==> config.mk <==
export PLATFORM = sky130hd
export DESIGN_NAME = btn_reader
export DESIGN_NICKNAME = d
export VERILOG_FILES = /design/src/rtl/btn_reader_pkg.sv /design/src/rtl/btn_debounce_cell.sv /design/src/rtl/btn_reader.sv
export SDC_FILE = /design/constraint.sdc
export NUM_CORES = 1
export LEC_CHECK = 0
export CORE_MARGIN = 3
export CORE_UTILIZATION = 51
export DETAILED_ROUTE_END_ITERATION = 12
export GPL_ROUTABILITY_DRIVEN = 1
export HOLD_SLACK_MARGIN = 0.06
export PLACE_DENSITY = 0.78
export SYNTH_ARGS = -nofsm -noshare
export SYNTH_HDL_FRONTEND = slang
export SYNTH_HIERARCHICAL = 1
export SYNTH_SLANG_ARGS = --single-unit
==> constraint.sdc <==
create_clock -name CLK -period 5.3 [get_ports CLK]
set_input_delay 1.59 -clock CLK [delete_from_list [all_inputs] [get_ports CLK]]
set_output_delay 1.59 -clock CLK [all_outputs]
set_load 0.02 [all_outputs]
==> src/rtl/btn_reader_pkg.sv <==
// Shared types and helpers for the push-button reader: debounce FSM states
// and the sizing rule for the per-line debounce counter.
package btn_reader_pkg;

  typedef enum logic [1:0] {
    ST_LOW   = 2'd0,
    ST_ARM_H = 2'd1,
    ST_HIGH  = 2'd2,
    ST_ARM_L = 2'd3
  } btn_state_e;

  // Counter must hold 0..DEBOUNCE-1; one extra code keeps DEBOUNCE=1 at one bit.
  function automatic int unsigned dbnc_cnt_width(input int unsigned debounce);
    return $clog2(debounce + 32'd1);
  endfunction

endpackage

==> src/rtl/btn_debounce_cell.sv <==
// One button line: 2-flop synchronizer, debounce FSM with hold counter, and
// registered level / press / release outputs. press_nxt_o feeds the press counter.
module btn_debounce_cell
  import btn_reader_pkg::*;
#(
  parameter int unsigned DEBOUNCE = 1023
) (
  input  logic clk_i,
  input  logic rst_n_i,
  input  logic btn_i,
  output logic state_o,
  output logic press_o,
  output logic release_o,
  output logic press_nxt_o
);

  localparam int unsigned CW = dbnc_cnt_width(DEBOUNCE);
  localparam logic [CW-1:0] CNT_LAST = CW'(DEBOUNCE - 32'd1);

  logic [1:0]    sync_q;
  logic          sync_s;
  btn_state_e    fsm_q, fsm_d;
  logic [CW-1:0] cnt_q, cnt_d;
  logic          state_q, state_d;
  logic          press_q, press_d;
  logic          release_q, release_d;

  assign sync_s = sync_q[1];

  // Bring the asynchronous pin into the clock domain.
  always_ff @(posedge clk_i or negedge rst_n_i) begin
    if (!rst_n_i) begin
      sync_q <= 2'b00;
    end else begin
      sync_q <= {sync_q[0], btn_i};
    end
  end

  // Debounce next-state: a level is accepted only after DEBOUNCE+1 agreeing samples.
  always_comb begin
    fsm_d     = fsm_q;
    cnt_d     = cnt_q;
    state_d   = state_q;
    press_d   = 1'b0;
    release_d = 1'b0;
    case (fsm_q)
      ST_LOW: begin
        if (sync_s) begin
          fsm_d = ST_ARM_H;
          cnt_d = '0;
        end else begin
          fsm_d = ST_LOW;
        end
      end
      ST_ARM_H: begin
        if (!sync_s) begin
          fsm_d = ST_LOW;
        end else if (cnt_q == CNT_LAST) begin
          fsm_d   = ST_HIGH;
          state_d = 1'b1;
          press_d = 1'b1;
        end else begin
          cnt_d = cnt_q + CW'(1);
        end
      end
      ST_HIGH: begin
        if (!sync_s) begin
          fsm_d = ST_ARM_L;
          cnt_d = '0;
        end else begin
          fsm_d = ST_HIGH;
        end
      end
      ST_ARM_L: begin
        if (sync_s) begin
          fsm_d = ST_HIGH;
        end else if (cnt_q == CNT_LAST) begin
          fsm_d     = ST_LOW;
          state_d   = 1'b0;
          release_d = 1'b1;
        end else begin
          cnt_d = cnt_q + CW'(1);
        end
      end
      default: begin
        fsm_d   = ST_LOW;
        cnt_d   = '0;
        state_d = 1'b0;
      end
    endcase
  end

  // FSM, counter and output registers.
  always_ff @(posedge clk_i or negedge rst_n_i) begin
    if (!rst_n_i) begin
      fsm_q     <= ST_LOW;
      cnt_q     <= '0;
      state_q   <= 1'b0;
      press_q   <= 1'b0;
      release_q <= 1'b0;
    end else begin
      fsm_q     <= fsm_d;
      cnt_q     <= cnt_d;
      state_q   <= state_d;
      press_q   <= press_d;
      release_q <= release_d;
    end
  end

  assign state_o     = state_q;
  assign press_o     = press_q;
  assign release_o   = release_q;
  assign press_nxt_o = press_d;

endmodule

==> src/rtl/btn_reader.sv <==
// Top-level button reader: WIDTH debounce cells plus a wrapping count of
// accepted presses, updated on the same edge the PRESS pulses assert.
module btn_reader
  import btn_reader_pkg::*;
#(
  parameter int unsigned WIDTH     = 8,
  parameter int unsigned DEBOUNCE  = 1023,
  parameter int unsigned CNT_WIDTH = 16
) (
  input  logic                 CLK,
  input  logic                 RST,
  input  logic [WIDTH-1:0]     BTN,
  output logic [WIDTH-1:0]     STATE,
  output logic [WIDTH-1:0]     PRESS,
  output logic [WIDTH-1:0]     RELEASE,
  output logic [CNT_WIDTH-1:0] PRESS_COUNT
);

  localparam int unsigned PW = $clog2(WIDTH + 32'd1);

  logic [WIDTH-1:0]     press_nxt_s;
  logic [PW-1:0]        pop_s;
  logic [CNT_WIDTH-1:0] count_q, count_d;

  for (genvar g = 0; g < int'(WIDTH); g++) begin : g_cell
    btn_debounce_cell #(
      .DEBOUNCE(DEBOUNCE)
    ) u_cell (
      .clk_i      (CLK),
      .rst_n_i    (RST),
      .btn_i      (BTN[g]),
      .state_o    (STATE[g]),
      .press_o    (PRESS[g]),
      .release_o  (RELEASE[g]),
      .press_nxt_o(press_nxt_s[g])
    );
  end

  // Popcount of presses accepted this edge; truncation before the add is harmless mod 2^CNT_WIDTH.
  always_comb begin
    pop_s = '0;
    for (int i = 0; i < int'(WIDTH); i++) begin
      pop_s = pop_s + PW'(press_nxt_s[i]);
    end
    count_d = count_q + CNT_WIDTH'(pop_s);
  end

  // Press accumulator register.
  always_ff @(posedge CLK or negedge RST) begin
    if (!RST) begin
      count_q <= '0;
    end else begin
      count_q <= count_d;
    end
  end

  assign PRESS_COUNT = count_q;

endmodule

# Word level (Yosys, flattened, before mapping)

Index checks and enable logic that the tools add are counted.

Bits in registers: 152
Logic and storage cells: 385
Input port bits: 10

Add/sub/neg operators: 16
Equal/unequal tests: 96
Reduce and logical (&&, ||, !) cells: 40
Muxes and demuxes: 184

Operator list:

| cell                    | number |
|---|---|
| $mux W10                | 40 |
| $pmux W10 S4            | 8 |
| $mux W1                 | 88 |
| $add A10 B1 Y10 const B | 8 |
| $eq A10 B10 Y1 const B  | 8 |
| $mux W2                 | 32 |
| $ne A2 B1 Y1 const B    | 32 |
| $pmux W2 S4             | 8 |
| $reduce_and A5 Y1       | 8 |
| $eq A2 B2 Y1 const B    | 16 |
| $ne A2 B2 Y1 const B    | 16 |
| $reduce_and A4 Y1       | 8 |
| $ne A3 B1 Y1 const B    | 8 |
| $ne A3 B3 Y1 const B    | 8 |
| $add A16 B4 Y16         | 1 |
| $add A4 B1 Y4           | 4 |
| $eq A2 B1 Y1 const B    | 8 |
| $logic_not A2 Y1        | 8 |
| $pmux W1 S2             | 8 |
| $reduce_and A2 Y1       | 8 |
| $reduce_bool A2 Y1      | 8 |
| $add A3 B1 Y4           | 1 |
| $add A2 B1 Y3           | 1 |
| $add A1 B1 Y2           | 1 |

# Logic depth before layout (Yosys ltp)

Depth after elaboration: 12
Gate-level depth with buffers: 17
Mapped depth without buffers: 17

# Cells and area by module

Netlist, hierarchy kept.

Modules (own cells, without submodules):

| module            | area an instance (µm²) | instances | cells an instance | seq. area each (µm²) |
|---|---|---|---|---|
| btn_debounce_cell | 865.8                  | 8         | 82                | 425.4 |
| btn_reader        | 895.9                  | 1         | 82                | 400.4 |

# Worst setup path before layout

Ideal clock, no wire load.

Path type: register to register
From: register g_cell[0].u_cell.cnt_q[0]
To: register count_q[12], in the netlist PRESS_COUNT[12]
Setup slack: 1.345 ns
Buffers on the path: 0
Cell stages (with the launch flop): 18
Data arrival time: 3.825 ns
Cell sequence: dfrtp_1 -> inv_1 -> ha_1 -> nand4_1 -> nor3_4 -> nand2_1 -> nor2_1 -> fa_1 -> inv_1 -> fa_1 -> fa_1 -> fa_1 -> inv_1 -> fa_1 -> nand3_1 -> a21oi_1 -> nand4_1 -> xnor2_1

Word-level cells in the longest chain between the ends: 12

Ends and longest elaborated chain:

| item                       | line                     | source |
|---|---|---|
| from (decl)                | btn_debounce_cell.sv:23  | `logic [CW-1:0] cnt_q, cnt_d;` |
| from (signal assigned)     | btn_debounce_cell.sv:103 | `cnt_q <= cnt_d;` |
| $eq A10 B10 Y1             | btn_debounce_cell.sv:58  | `end else if (cnt_q == CNT_LAST) begin` |
| $mux W1                    | btn_debounce_cell.sv:58  |  |
| $mux W1                    | btn_debounce_cell.sv:56  | `if (!sync_s) begin` |
| $mux W1                    | btn_debounce_cell.sv:46  | `case (fsm_q)` |
| net press_nxt_s[0]         | btn_reader.sv:21         | `logic [WIDTH-1:0] press_nxt_s;` |
| $add A1 B1 Y2              | btn_reader.sv:43         | `pop_s = pop_s + PW'(press_nxt_s[i]);` |
| $add A2 B1 Y3              | btn_reader.sv:43         |  |
| $add A3 B1 Y4              | btn_reader.sv:43         |  |
| $add A4 B1 Y4 (4 in a row) | btn_reader.sv:43         |  |
| $add A16 B4 Y16            | btn_reader.sv:45         | `count_d = count_q + CNT_WIDTH'(pop_s);` |
| net count_d[12]            | btn_reader.sv:23         | `logic [CNT_WIDTH-1:0] count_q, count_d;` |
| to (signal assigned)       | btn_reader.sv:53         | `count_q <= count_d;` |
| to (decl)                  | btn_reader.sv:23         |  |

The timed path passes the listed nets, and every way through them passes these cells.
A chain may end at the register's enable or synchronous reset.

# Final worst setup path

Same ends and word-level chain as after synthesis.

==> run metrics <==
status completed; vias in the first global route 5799; largest net degree at the start of global routing around 110; Routed Antenna Nets 0; Synth cell types 40; Clock Skews 6.80 ps; Main synth FF type dfrtp_1; Global Route met1 Usage 0.264; Sink Count about 150; Die ar. 16900 um2; Iter 0 DRT Violations between 600 and 700; grt ovf 0; total power 0.00248 W; Worst path slowest cell fa_1; Core ar. roughly 15000 um2; crit-path cells inv_1 -> ha_1 -> nand4_1 -> nor3_4 -> nand2_1 -> nor2_1 -> fa_1 -> inv_1 -> fa_1 -> fa_1 -> fa_1 -> inv_1 -> fa_1 -> nand3_1 -> a21oi_1 -> nand4_1 -> xnor2_1; number of synthesized flops with an enable pin 0; Die Wd 130 um; Final HPWL DP 11200 um; DRC Markers 0; placed cell areas 8330 um2; WL final 16100 um; Site Rows 44; Final Setup Violations 0; fin. max-slew vios 0; H-tree levels 4; TNS Setup 0 ps; Synth Cell Area 7820 um2; top cell type's share of synthesized area 0.486; met2 usage 0.332; design area 8840 um2; vias per cell 6.10; Slew @ Worst Pin 942 ps; routability cong. 0.897; commonest cells in the netlist dfrtp_1 (152), nand2_1 (61), nand3_1 (43), nor2_1 (36); Max clock buf depth 2; clock period minus worst slack about 4300 ps; static leakage 4.08 nW; slew margin rel. 0.372; starting density of the core 0.530; Crit path largest cell delay 460 ps; first-pass GRT wire length 27600 um; Worst VDD drop 0.225 mV; pwr/cell area 281 nW/um2; Max FO, Critical Path 7; Worst Path Buf+Inv 3; Seq/Total Area, Yosys 0.486; Critical Path Source Type flop; max cap viols 0; vias between 5000 and 6000; DR pass1 iterations 5; Setup CP Type flop to flop; Synth area leaders dfrtp_1 (49%), ha_1 (3.5%), nand2_1 (2.9%); total global-route track usage 0.204; Clock Root Buffer clkbuf_16; cell mode on critical path fa_1; CP delay by family, top adder cells; most used routing layer met2; Crit. End Element flop; CP required 5600 ps; post-synth top area cell dfrtp_1; Synthesized Nets 775; WL/cell around 17 um; Util after Layout 0.599; share of layout cells above drive strength 1 0.102; arrival time worst endpoint 4630 ps; ys async rst share 1.00; mean post-synth cell area 10.6 um2; CTS Buf Count 17; nets between 800 and 900; Synth Instances 738; clk_lat worst skew about 420 ps; RSZ-0062 raised after global routing no; hold_buf cts 0; TritonCTS clock tree yes; initial antenna violation count 0; post-CTS setup buffer count 0; Ys Warns 6; height of the die between 100 and 150 um; count of final hold-check violations 0; Fmax ~230 MHz; Hold Crit Class flop to flop; fin crit share 0.817; Port Buffers 49; met3 Use GR 0.0495; quantity of gates resized following cts 0; IO Pins 50; ANT cells 0; synth-to-layout area growth 13.1%; flop and latch count out of synthesis 152; clock transition at the registers of the reported paths 60 ps; count leader, synth dfrtp_1
-- flip-flops by register name (all words and copies together) (netlist names), named ones only --
| signal | flops |
|---|---|
| g_cell.u_cell/release_o | 8 |
| g_cell.u_cell/fsm_q | 8 |
| g_cell.u_cell/cnt_q | 80 |
| PRESS_COUNT | 16 |
| g_cell.u_cell/state_o | 8 |
| g_cell.u_cell/press_o | 8 |
| g_cell.u_cell/sync_q | 16 |
-- worst register-to-register path, cell delays in order, from the launching register on --
cell and delay (ps):
dfrtp_1 410, inv_1 120, ha_1 180, nand4_1 170, nor3_4 270, nand2_1 110, nor2_1 180, fa_1 460
inv_1 80, fa_1 430, fa_1 460, fa_1 410, inv_1 80, fa_1 190, nand3_1 100, a21oi_1 260
nand4_1 150, xnor2_1 150
-- path summary, 6_finish.rpt --
path / startpoint / to / slack, ps / depth (start not counted)
worst min-delay path: g_cell[3].u_cell/sync_q[0] / g_cell[3].u_cell/sync_q[1] / 350 / 0
max in group asynchronous: RST / async pin / 3100 / 2
worst max-delay path: g_cell[0].u_cell/cnt_q[0] / PRESS_COUNT[12] / 970 / 17
worst max register to register: g_cell[0].u_cell/cnt_q[0] / PRESS_COUNT[12] / 970 / 17
worst min register to register: g_cell[3].u_cell/sync_q[0] / g_cell[3].u_cell/sync_q[1] / 350 / 0
min in group asynchronous: RST / g_cell[4].u_cell/sync_q[0] / 1280 / 1
-- cell families after synthesis --
kind of cell	count (synthesis)	share of synthesized area
flip-flops	152	0.486
AND/OR/NAND/NOR	243	0.193
XOR/XNOR	37	0.0414
multiplexers	8	0.0115
buffers and inverters	75	0.0501
adder cells (fa/ha/maj)	27	0.0480
AO/OA/AOI/OAI	196	0.169
-- through the flow --
| step | hold WS (ps) | worst slack, ps | cells |
|---|---|---|---|
| global placement | 332 | 1100 | 941 |
| global route | 351 | 668 | 972 |
| floorplan | 331 | 1340 | 738 |
| detailed placement | 335 | 984 | 941 |
| finish | 347 | 972 | 972 |
| CTS | 348 | 948 | 972 |
-- layout make-up --
| class | instances | area [um2] |
|---|---|---|
| inverter | 43 | 161 |
| tap | 184 | 230 |
| clock inverter | 10 | 55.1 |
| multi-input combinational | 511 | 3630 |
| timing repair buffer | 51 | 507 |
| clock buffer | 21 | 460 |
| sequential | 152 | 3800 |
| fill | 1191 | 5910 |
-- report_power, final --
part / switching (W) / internal [W] / leakage, nW / total [W]
logic: 0.0000921 / 0.0000557 / 1.77 / 0.000148
registers: 0.0000685 / 0.00120 / 2.05 / 0.00127
clock network: 0.000454 / 0.000612 / 0.258 / 0.00107
-- cells in the final DEF (no fill, tap or decap), drive strengths merged, types with 16 or more instances in the layout --
cell             n
xnor2           19
nor3            17
clkdlybuf4s50   48
nand4           18
dfrtp          152
xor2            18
and3            26
o211ai          16
nand3           43
nor2            36
a31oi           24
clkbuf          21
ha              22
a41oi           16
nand2           69
a21oi           35
o21ai           53
inv             43
a22o            24
-- layer usage --
metal  vias up  wire length (um)
li1       2788                 -
met1      2953              6990
met2       167              8110
met3        26               729
met4         0               291
met5         -                 0
(Power assumes the default switching activity.)
